==> src/rtl/fifo_wr_arbiter.sv <==
// Round-robin arbiter sharing one async-FIFO write port among NUM_REQ requesters, bursts of up to MAX_BURST words.
// Optional per-requester accepted-beat counters on stat_cnt when FIFO_WR_ARB_STATS_EN is defined.
module fifo_wr_arbiter #(
    parameter int NUM_REQ    = 4,
    parameter int DATA_WIDTH = 8,
    parameter int MAX_BURST  = 8,
    localparam int ID_W      = $clog2(NUM_REQ),
    localparam int CNT_W     = $clog2(MAX_BURST + 1)
) (
    input  logic                          clk,
    input  logic                          rst_n,
    input  logic [NUM_REQ-1:0]            req,
    input  logic [NUM_REQ*DATA_WIDTH-1:0] req_data,
    output logic [NUM_REQ-1:0]            ack,
    input  logic                          fifo_full,
    output logic                          fifo_wr_en,
    output logic [DATA_WIDTH-1:0]         fifo_wr_data,
    output logic [ID_W-1:0]               gnt_id,
    output logic                          busy
`ifdef FIFO_WR_ARB_STATS_EN
    ,
    output logic [NUM_REQ*16-1:0]         stat_cnt
`endif
);

    typedef enum logic {IDLE, GRANT} state_t;

    state_t           state, state_nxt;
    logic [ID_W-1:0]  gnt_nxt;
    logic [ID_W-1:0]  rr_last, rr_nxt;
    logic [CNT_W-1:0] burst_cnt, cnt_nxt;
    logic [DATA_WIDTH-1:0] data_slice [NUM_REQ];

    for (genvar i = 0; i < NUM_REQ; i++) begin : g_slice
        assign data_slice[i] = req_data[i*DATA_WIDTH +: DATA_WIDTH];
    end

    // First set request after the previous owner, wrapping modulo NUM_REQ.
    function automatic logic [ID_W-1:0] rr_pick(input logic [NUM_REQ-1:0] r,
                                                input logic [ID_W-1:0]    last);
        logic [ID_W-1:0] pick;
        logic [ID_W-1:0] cand;
        logic            found;
        pick  = last;
        found = 1'b0;
        for (int i = 1; i <= NUM_REQ; i++) begin
            cand = ID_W'((int'(last) + i) % NUM_REQ);
            if (!found && r[cand]) begin
                pick  = cand;
                found = 1'b1;
            end
        end
        return pick;
    endfunction

    always_ff @(posedge clk or negedge rst_n) begin
        if (!rst_n) begin
            state     <= IDLE;
            gnt_id    <= '0;
            rr_last   <= ID_W'(NUM_REQ - 1);
            burst_cnt <= '0;
        end else begin
            state     <= state_nxt;
            gnt_id    <= gnt_nxt;
            rr_last   <= rr_nxt;
            burst_cnt <= cnt_nxt;
        end
    end

    always_comb begin
        state_nxt = state;
        gnt_nxt   = gnt_id;
        rr_nxt    = rr_last;
        cnt_nxt   = burst_cnt;
        case (state)
            IDLE: begin
                if (|req) begin
                    gnt_nxt   = rr_pick(req, rr_last);
                    cnt_nxt   = '0;
                    state_nxt = GRANT;
                end
            end
            GRANT: begin
                // A full FIFO freezes everything, including a dropped req.
                if (!fifo_full) begin
                    if (req[gnt_id]) begin
                        if (burst_cnt == CNT_W'(MAX_BURST - 1)) begin
                            cnt_nxt   = '0;
                            rr_nxt    = gnt_id;
                            state_nxt = IDLE;
                        end else begin
                            cnt_nxt = burst_cnt + CNT_W'(1);
                        end
                    end else begin
                        rr_nxt    = gnt_id;
                        state_nxt = IDLE;
                    end
                end
            end
            default: state_nxt = IDLE;
        endcase
    end

    always_comb begin
        ack          = '0;
        fifo_wr_en   = 1'b0;
        fifo_wr_data = '0;
        busy         = 1'b0;
        if (state == GRANT) begin
            busy         = 1'b1;
            ack[gnt_id]  = !fifo_full;
            fifo_wr_en   = req[gnt_id] && !fifo_full;
            fifo_wr_data = data_slice[gnt_id];
        end
    end

`ifdef FIFO_WR_ARB_STATS_EN
    logic [15:0] stat_q [NUM_REQ];

    for (genvar i = 0; i < NUM_REQ; i++) begin : g_stat
        always_ff @(posedge clk or negedge rst_n) begin
            if (!rst_n) begin
                stat_q[i] <= '0;
            end else if (fifo_wr_en && gnt_id == ID_W'(i) && stat_q[i] != 16'hFFFF) begin
                stat_q[i] <= stat_q[i] + 16'd1;
            end
        end
        assign stat_cnt[i*16 +: 16] = stat_q[i];
    end
`endif

endmodule
==> config.mk <==
export PLATFORM = sky130hd
export DESIGN_NAME = fifo_wr_arbiter
export DESIGN_NICKNAME = d
export VERILOG_FILES = /design/src/rtl/fifo_wr_arbiter.sv
export SDC_FILE = /design/constraint.sdc
export NUM_CORES = 1
export LEC_CHECK = 0
export ABC_AREA = 0
export CORE_MARGIN = 2
export CORE_UTILIZATION = 39
export CTS_CLUSTER_SIZE = 10
export DETAILED_ROUTE_END_ITERATION = 7
export PLACE_DENSITY = 0.86
export SETUP_SLACK_MARGIN = 0.3
export SLEW_MARGIN = 15
export SYNTH_ARGS = -nofsm -noshare
export SYNTH_HDL_FRONTEND = slang
export SYNTH_SLANG_ARGS = --single-unit
==> constraint.sdc <==
create_clock -name clk -period 3.02 [get_ports clk]
set_input_delay 0.453 -clock clk [delete_from_list [all_inputs] [get_ports clk]]
set_output_delay 0.453 -clock clk [all_outputs]
set_load 0.05 [all_outputs]
==> results of run 1 <==
[through the flow]
| stage | hold WS [ps] | util (%) | instances | cell area (sq um) |
|---|---|---|---|---|
| floorplan | 157 | - | 90 | 885 |
| global placement | 490 | 65.2 | 165 | 1420 |
| detailed placement | 507 | 65.2 | 165 | 1420 |
| CTS | 488 | 66.6 | 169 | 1440 |
| global route | 519 | 67.2 | 169 | 1460 |
| finish | 482 | 67.2 | 169 | 1460 |
[per-layer routing]
metal  up-vias  global-route usage (%)  part of all wire [%]
li1        437                       -                     -
met5         -                       0                     0
met3         3                    3.45                   9.0
met2        50                    34.2                    47
met1       436                    25.0                    43
met4         0                    6.58                  0.90
[final cells by class]
class / instances / area (sq um) / area share, %
clock buffers: 4 / 26.3 / 1.80
multi-input cells: 72 / 612 / 42.0
flip-flops and latches: 9 / 234 / 16.1
inverters: 2 / 7.51 / 0.515
well taps: 28 / 35.0 / 2.40
repair buffers: 54 / 543 / 37.3
[state kept, by name, indices dropped and copies added, names as in the netlist]
| register | count |
|---|---|
| rr_last | 2 |
| gnt_id | 2 |
| burst_cnt | 4 |
| state | 1 |
[power by group through the flow]
| stage | clock [mW] | combinational, mW | sequential, mW |
|---|---|---|---|
| 6_report | 0.0916 | 0.980 | 0.323 |
| 5_1_grt | 0.102 | 1.03 | 0.344 |
| 4_1_cts | 0.0950 | 0.990 | 0.325 |
| 3_5_place_dp | 0 | 1.00 | 0.320 |
| 3_3_place_gp | 0 | 0.985 | 0.311 |
| 2_1_floorplan | 0 | 0.758 | 0.278 |
[final timing paths]
check / end / depth (start not counted) / from
hold / removal: burst_cnt[1] / 1 / rst_n
min in group clk: burst_cnt[0] / 1 / burst_cnt[0]
hold reg to reg: burst_cnt[0] / 1 / burst_cnt[0]
max in group asynchronous: rr_last[0] / 1 / rst_n
setup reg to reg: rr_last[1] / 4 / gnt_id[1]
setup / recovery: fifo_wr_data[4] / 3 / gnt_id[0]
[what timing repair did]
item                                    CTS  global route
buffers inserted                          0             0
pin swaps                                 0             0
gates resized for setup                   5             6
gates cloned                              0             0
endpoints found under the setup margin   10             6
[worst max-delay path, cell delays in order (launching register included)]
cell and delay, ps:
dfrtp_4 570, mux4_2 520, and2_1 160, clkdlybuf4s50_1 690
[cell families (layout without fill, tap and decap cells)]
group	after synthesis	count (layout)	synth area share, %
AO/OA/AOI/OAI	18	18	14.3
AND/OR/NAND/NOR	39	39	25.5
multiplexers	13	13	27.0
XOR/XNOR	1	1	0.990
adder cells (fa/ha/maj)	1	1	1.41
flip-flops	9	9	25.7
buffers and inverters	9	60	5.09
[Yosys cell counts, drive strengths merged (3+ instances only)]
master	n	area (sq um)
mux4	8	180
dfrtp	7	175
nor2	7	26.3
nand2	8	30.0
a21oi	4	20.0
o22ai	3	32.5
and2	8	50.1
o21ai	3	15.0
buf	5	30.0
nand2b	3	18.8
mux2i	4	47.6
nand3b	3	22.5
==> summary.txt, run 1 <==
Timing
  • Crit path time final: 2650 ps
  • Period utilization: 87.7%
  • Setup TNS: 0 ps
  • Slew Viols, Final: 0
  • RSZ-0062 raised after global routing: false
  • Worst-Margin Slew: 504 ps
  • FMAX: 0.378 GHz
  • Worst-case clock skew: 2.04 ps
  • Final setup vio count: 0
  • Slack of the critical path: 372 ps
  • Final hold violations: 0
  • Max-slew headroom: 66.3%

Critical path
  • Worst Setup Path Type: reg -> out
  • Worst Path Arrival: 2200 ps
  • Worst setup EP type: primary output
  • CP startpoint kind: register
  • FF-to-FF setup slack: 1220 ps
  • Crit path max fanout: 17
  • WP data required: 2570 ps

Synthesis
  • Cell variety after synth: 37
  • Synthesis Warnings: 0
  • Sequential area share after synthesis: 25.7%
  • Post-Syn Area per Cell: 9.83 sq um
  • Cell count after synthesis: 90
  • Top_reg_cell synth: dfrtp_1
  • FFs w/ async S/R, synth: 100%
  • Syn Nets: 130
  • Number of synthesized flops with an enable pin: 0
  • Number of synthesized register bits: 9
  • Synthesized area: 885 sq um

Routing
  • Avg Vias per Cell: 5.48
  • Drt wl/cell: 15.1 um
  • Final ANT Viol Nets: 0
  • Vias post-DR: 926
  • DR iter-0 viols: 20
  • DRT Pass-1 Iters: 4
  • WL final: 2.56 mm
  • DRC: 0

Clock tree
  • Worst skew pair latency: 260 ps
  • Number of clock sinks: 9
  • Clk pin slew, worst setup/hold paths: 60 ps
  • CTS max path bufs: 2
  • CTS tree: built
  • CTS Buf Count: 3
  • Htree depth: 1
  • Root buffer cell: clkbuf_4
  • Hold buffers post-CTS: 0

Power
  • Combinational Power Share: 70.3%
  • Switching Share: 52.8%
  • Power, Total: 1.39 mW
  • Reg power frac: 23.2%
  • Worst vdd ir: 0.671 mV
  • P_int: 659 uW
  • PwrDens: 957 nW/um^2
  • Clock share of power: 6.6%
  • P_leak: 0.612 nW
  • Switching pwr: 736 uW

Floorplan
  • Chip Height: 51.6 um
  • Die area: 2670 sq um
  • IO Count: 55
  • Area of the core: 2170 sq um
  • Die X: 51.6 um
  • Starting density of the core: 40.8%
  • Rows: 17

Global routing
  • Largest net degree at the start of global routing: 18
  • Gr ovfl total: 0
  • Initial antenna violation count: 0
  • Vias in the first global route: 863
  • Global-route wire length before repair: 3.99 mm
  • GRT Total Usage: 19.8%

Outcome
  • Run status: finished, final reports clean

Layout
  • Fraction of layout cells with a size suffix above 1: 17.7%
  • Most frequent cells in the layout: clkdlybuf4s50_1 (44), mux4_2 (8), and2_1 (8), nand2_1 (8), nor2_1 (7)
  • Synthesis-to-layout area growth: 64.8%
  • Fill cells: 175
  • Most common cell after layout, fill and taps aside: clkdlybuf4s50_1
  • Final Net Count: 182
  • # diodes: 0

Placement
  • Number of buffers added on ports: 54
  • Pre-CTS setup slack: 325 ps
  • Placer congestion estimate: 0.822
  • DP HPWL: 2.07 mm

Worst hold path
  • Hold Crit Class: in -> async

Job
  • # Max-Cap Violations: 0
Power figures use the tool's default switching activity.
==> run 2: changes to the inputs <==
--- a/config.mk
+++ b/config.mk
@@ -6,7 +6,8 @@
 export NUM_CORES = 1
 export LEC_CHECK = 0
 export ABC_AREA = 0
-export CORE_MARGIN = 2
+export CORE_ASPECT_RATIO = 1.75
+export CORE_MARGIN = 8
 export CORE_UTILIZATION = 39
 export CTS_CLUSTER_SIZE = 10
 export DETAILED_ROUTE_END_ITERATION = 7
==> run 2 against run 1 <==
  * Fmax rose by 0.47%
  * Register-to-register slack barely moved
  * Clock power rose by 46%
  * Sequential cell count did not move
  * Die area rose by 54%
  * First-iteration DRC count rose by 20%
==> summary.txt, run 2 (same netlist as run 1, synthesis figures left out) <==
Outcome
  • Run status: finished, final reports clean (unchanged)

Timing
  • Period utilization: 87.3% (was 87.7%)
  • Slew Viols, Final: 0 (unchanged)
  • Crit path time final: 2640 ps (was 2650 ps)
  • Worst-case clock skew: 0.384 ps (was 2.04 ps)
  • Setup TNS: 0 ps (unchanged)
  • RSZ-0062 raised after global routing: false (unchanged)
  • Hold slack: 506 ps (was 482 ps)
  • FMAX: 0.379 GHz (was 0.378 GHz)
  • Final hold violations: 0 (unchanged)
  • Max-slew headroom: 65.5% (was 66.3%)
  • Final setup vio count: 0 (unchanged)
  • Worst-Margin Slew: 515 ps (was 504 ps)

Layout
  • Final Net Count: 184 (was 182)
  • Final Instance Area: 1470 sq um (was 1460 sq um)
  • Most flop-heavy register: burst_cnt (unchanged)
  • Fraction of layout cells with a size suffix above 1: 17.5% (was 17.7%)
  • Max reg flops: 4 (unchanged)
  • Most common cell after layout, fill and taps aside: clkdlybuf4s50_1 (unchanged)
  • Most frequent cells in the layout: clkdlybuf4s50_1 (51), mux4_2 (8), and2_1 (8), nand2_1 (8), nor2_1 (7) (was clkdlybuf4s50_1 (44), mux4_2 (8), and2_1 (8), nand2_1 (8), nor2_1 (7))
  • Top flop regs: burst_cnt x4, gnt_id x2, rr_last x2 (unchanged)
  • Synthesis-to-layout area growth: 66.5% (was 64.8%)
  • # diodes: 0 (unchanged)

Routing
  • DR iter-0 viols: 24 (was 20)
  • Vias post-DR: 907 (was 926)
  • WL final: 2.80 mm (was 2.56 mm)
  • Drt wl/cell: 16.7 um (was 15.1 um)
  • Final ANT Viol Nets: 0 (unchanged)
  • DRC: 0 (unchanged)
  • Avg Vias per Cell: 5.40 (was 5.48)
  • DRT Pass-1 Iters: 4 (unchanged)

Global routing
  • Gr ovfl total: 0 (unchanged)
  • Initial antenna violation count: 0 (unchanged)
  • GRT Total Usage: 13.5% (was 19.8%)
  • Largest net degree at the start of global routing: 18 (unchanged)
  • Vias in the first global route: 903 (was 863)
  • Global-route wire length before repair: 4.34 mm (was 3.99 mm)

Floorplan
  • Rows: 23 (was 17)
  • Starting density of the core: 39.9% (was 40.8%)
  • Chip Height: 79 um (was 51.6 um)
  • IO Count: 55 (unchanged)
  • Die area: 4110 sq um (was 2670 sq um)
  • Die X: 52 um (was 51.6 um)
  • Area of the core: 2220 sq um (was 2170 sq um)

Power
  • Switching pwr: 748 uW (was 736 uW)
  • P_leak: 0.572 nW (was 0.612 nW)
  • Reg power frac: 19.0% (was 23.2%)
  • Clock share of power: 9.1% (was 6.6%)
  • PwrDens: 1000 nW/um^2 (was 957 nW/um^2)
  • Combinational Power Share: 71.9% (was 70.3%)
  • Worst vdd ir: 0.576 mV (was 0.671 mV)
  • Switching Share: 50.7% (was 52.8%)
  • P_int: 728 uW (was 659 uW)

Critical path
  • Worst Path Arrival: 2180 ps (was 2200 ps)
  • Worst Setup Path Type: in -> out (was reg -> out)
  • Max stage delay on crit path: 700 ps (was 690 ps)
  • Cell family with most CP delay: buffers and inverters (unchanged)
  • Worst-path cell chain: clkdlybuf4s50_1 -> mux4_2 -> and2_1 -> clkdlybuf4s50_1 (was mux4_2 -> and2_1 -> clkdlybuf4s50_1)
  • Worst R2R End: rr_last[1] (unchanged)
  • Worst setup EP type: primary output (unchanged)
  • FF-to-FF setup slack: 1220 ps (about the same)
  • CP bufs+invs: 2 (was 1)
  • Crit path max fanout: 1 (was 17)
  • R2R cell count: 4 (unchanged)
  • Worst path slowest cell: clkdlybuf4s50_1 (unchanged)
  • WP data required: 2570 ps (about the same)
  • Critical R2R Launch: gnt_id[1] (unchanged)
  • CP startpoint kind: primary input (was register)
  • CP most frequent cell: clkdlybuf4s50_1

Clock tree
  • CTS max path bufs: 2 (unchanged)
  • Worst skew pair latency: 230 ps (was 260 ps)
  • Htree depth: 1 (unchanged)
  • CTS Buf Count: 3 (unchanged)
  • Post-CTS Setup Inserts: 0 (unchanged)
  • Number of clock sinks: 9 (unchanged)
  • Clk pin slew, worst setup/hold paths: 40 ps (was 60 ps)
  • Root buffer cell: clkbuf_8 (was clkbuf_4)
  • CTS tree: built (unchanged)

Placement
  • DP HPWL: 2.38 mm (was 2.07 mm)
  • Number of buffers added on ports: 54 (unchanged)
  • Placed instance area: 1430 sq um (was 1420 sq um)
  • Placer congestion estimate: 0.878 (was 0.822)

Worst hold path
  • Hold Path Sink: burst_cnt[0]
  • WHS Path Cells: 1
  • Hold_sp: burst_cnt[0]
  • Hold Crit Class: reg -> reg (was in -> async)

Job
  • # Max-Cap Violations: 0 (unchanged)
[run 2: changes by cell type in the layout (fill, tap and decap cells not counted), sizes merged]
cell           change
clkdlybuf4s50      +7
dlymetal6s2s       -5
dlygate4sd2        -2
buf                +2
[run 2: worst max path at each step]
| stage | slack (ps) | start | end | cells past startpoint |
|---|---|---|---|---|
| 3_5_place_dp | 380 | req_data[28] | fifo_wr_data[4] | 4 |
| 4_1_cts | 300 | gnt_id[1] | fifo_wr_data[3] | 3 |
| 3_3_place_gp | 380 | req_data[26] | fifo_wr_data[2] | 4 |
| 6_report | 380 | req_data[28] | fifo_wr_data[4] | 4 |
| 5_1_grt | 330 | fifo_full | ack[3] | 4 |
| 2_1_floorplan | 620 | gnt_id[1] | ack[2] | 4 |
[run 2: what timing repair did]
item / in CTS / in global routing
resized for setup: 0 / 1
hold buffers: 0 / 0
setup endpoints to repair: 0 / 8
[run 2: metrics by stage]
stage	utilization [%]	total power [mW]	setup WS [ps]	instances
6_report	66.5	1.48	384	168
4_1_cts	66.4	1.49	303	168
5_1_grt	66.5	1.56	333	168
3_3_place_gp	64.4	1.33	384	164
2_1_floorplan	-	1.04	623	90
3_5_place_dp	64.4	1.35	377	164
[run 2: layout make-up]
cell class                 instances  area, sq um
clock buffer                       4         45.0
inverter                           2         7.51
multi-input combinational         72          612
sequential                         9          229
timing repair buffer              56          548
tap                               25         31.3
fill                             189          743
[run 2: routing by layer]
layer	routed length, um	global-route usage [%]	share of wire (%)	up-vias
met5	0	0	0	-
li1	-	-	-	437
met4	38	6.15	1.4	0
met2	1300	22.6	46	54
met1	1110	14.4	40	411
met3	349	4.86	12	5
[run 2: power by group through the flow]
stage                     Clock (mW)  Combinational, mW  Sequential (mW)
after floorplan                    0              0.758            0.278
after global placement             0               1.06            0.277
after detailed placement           0               1.07            0.281
after CTS                      0.140               1.07            0.280
after global routing           0.151               1.11            0.293
final                          0.134               1.06            0.280
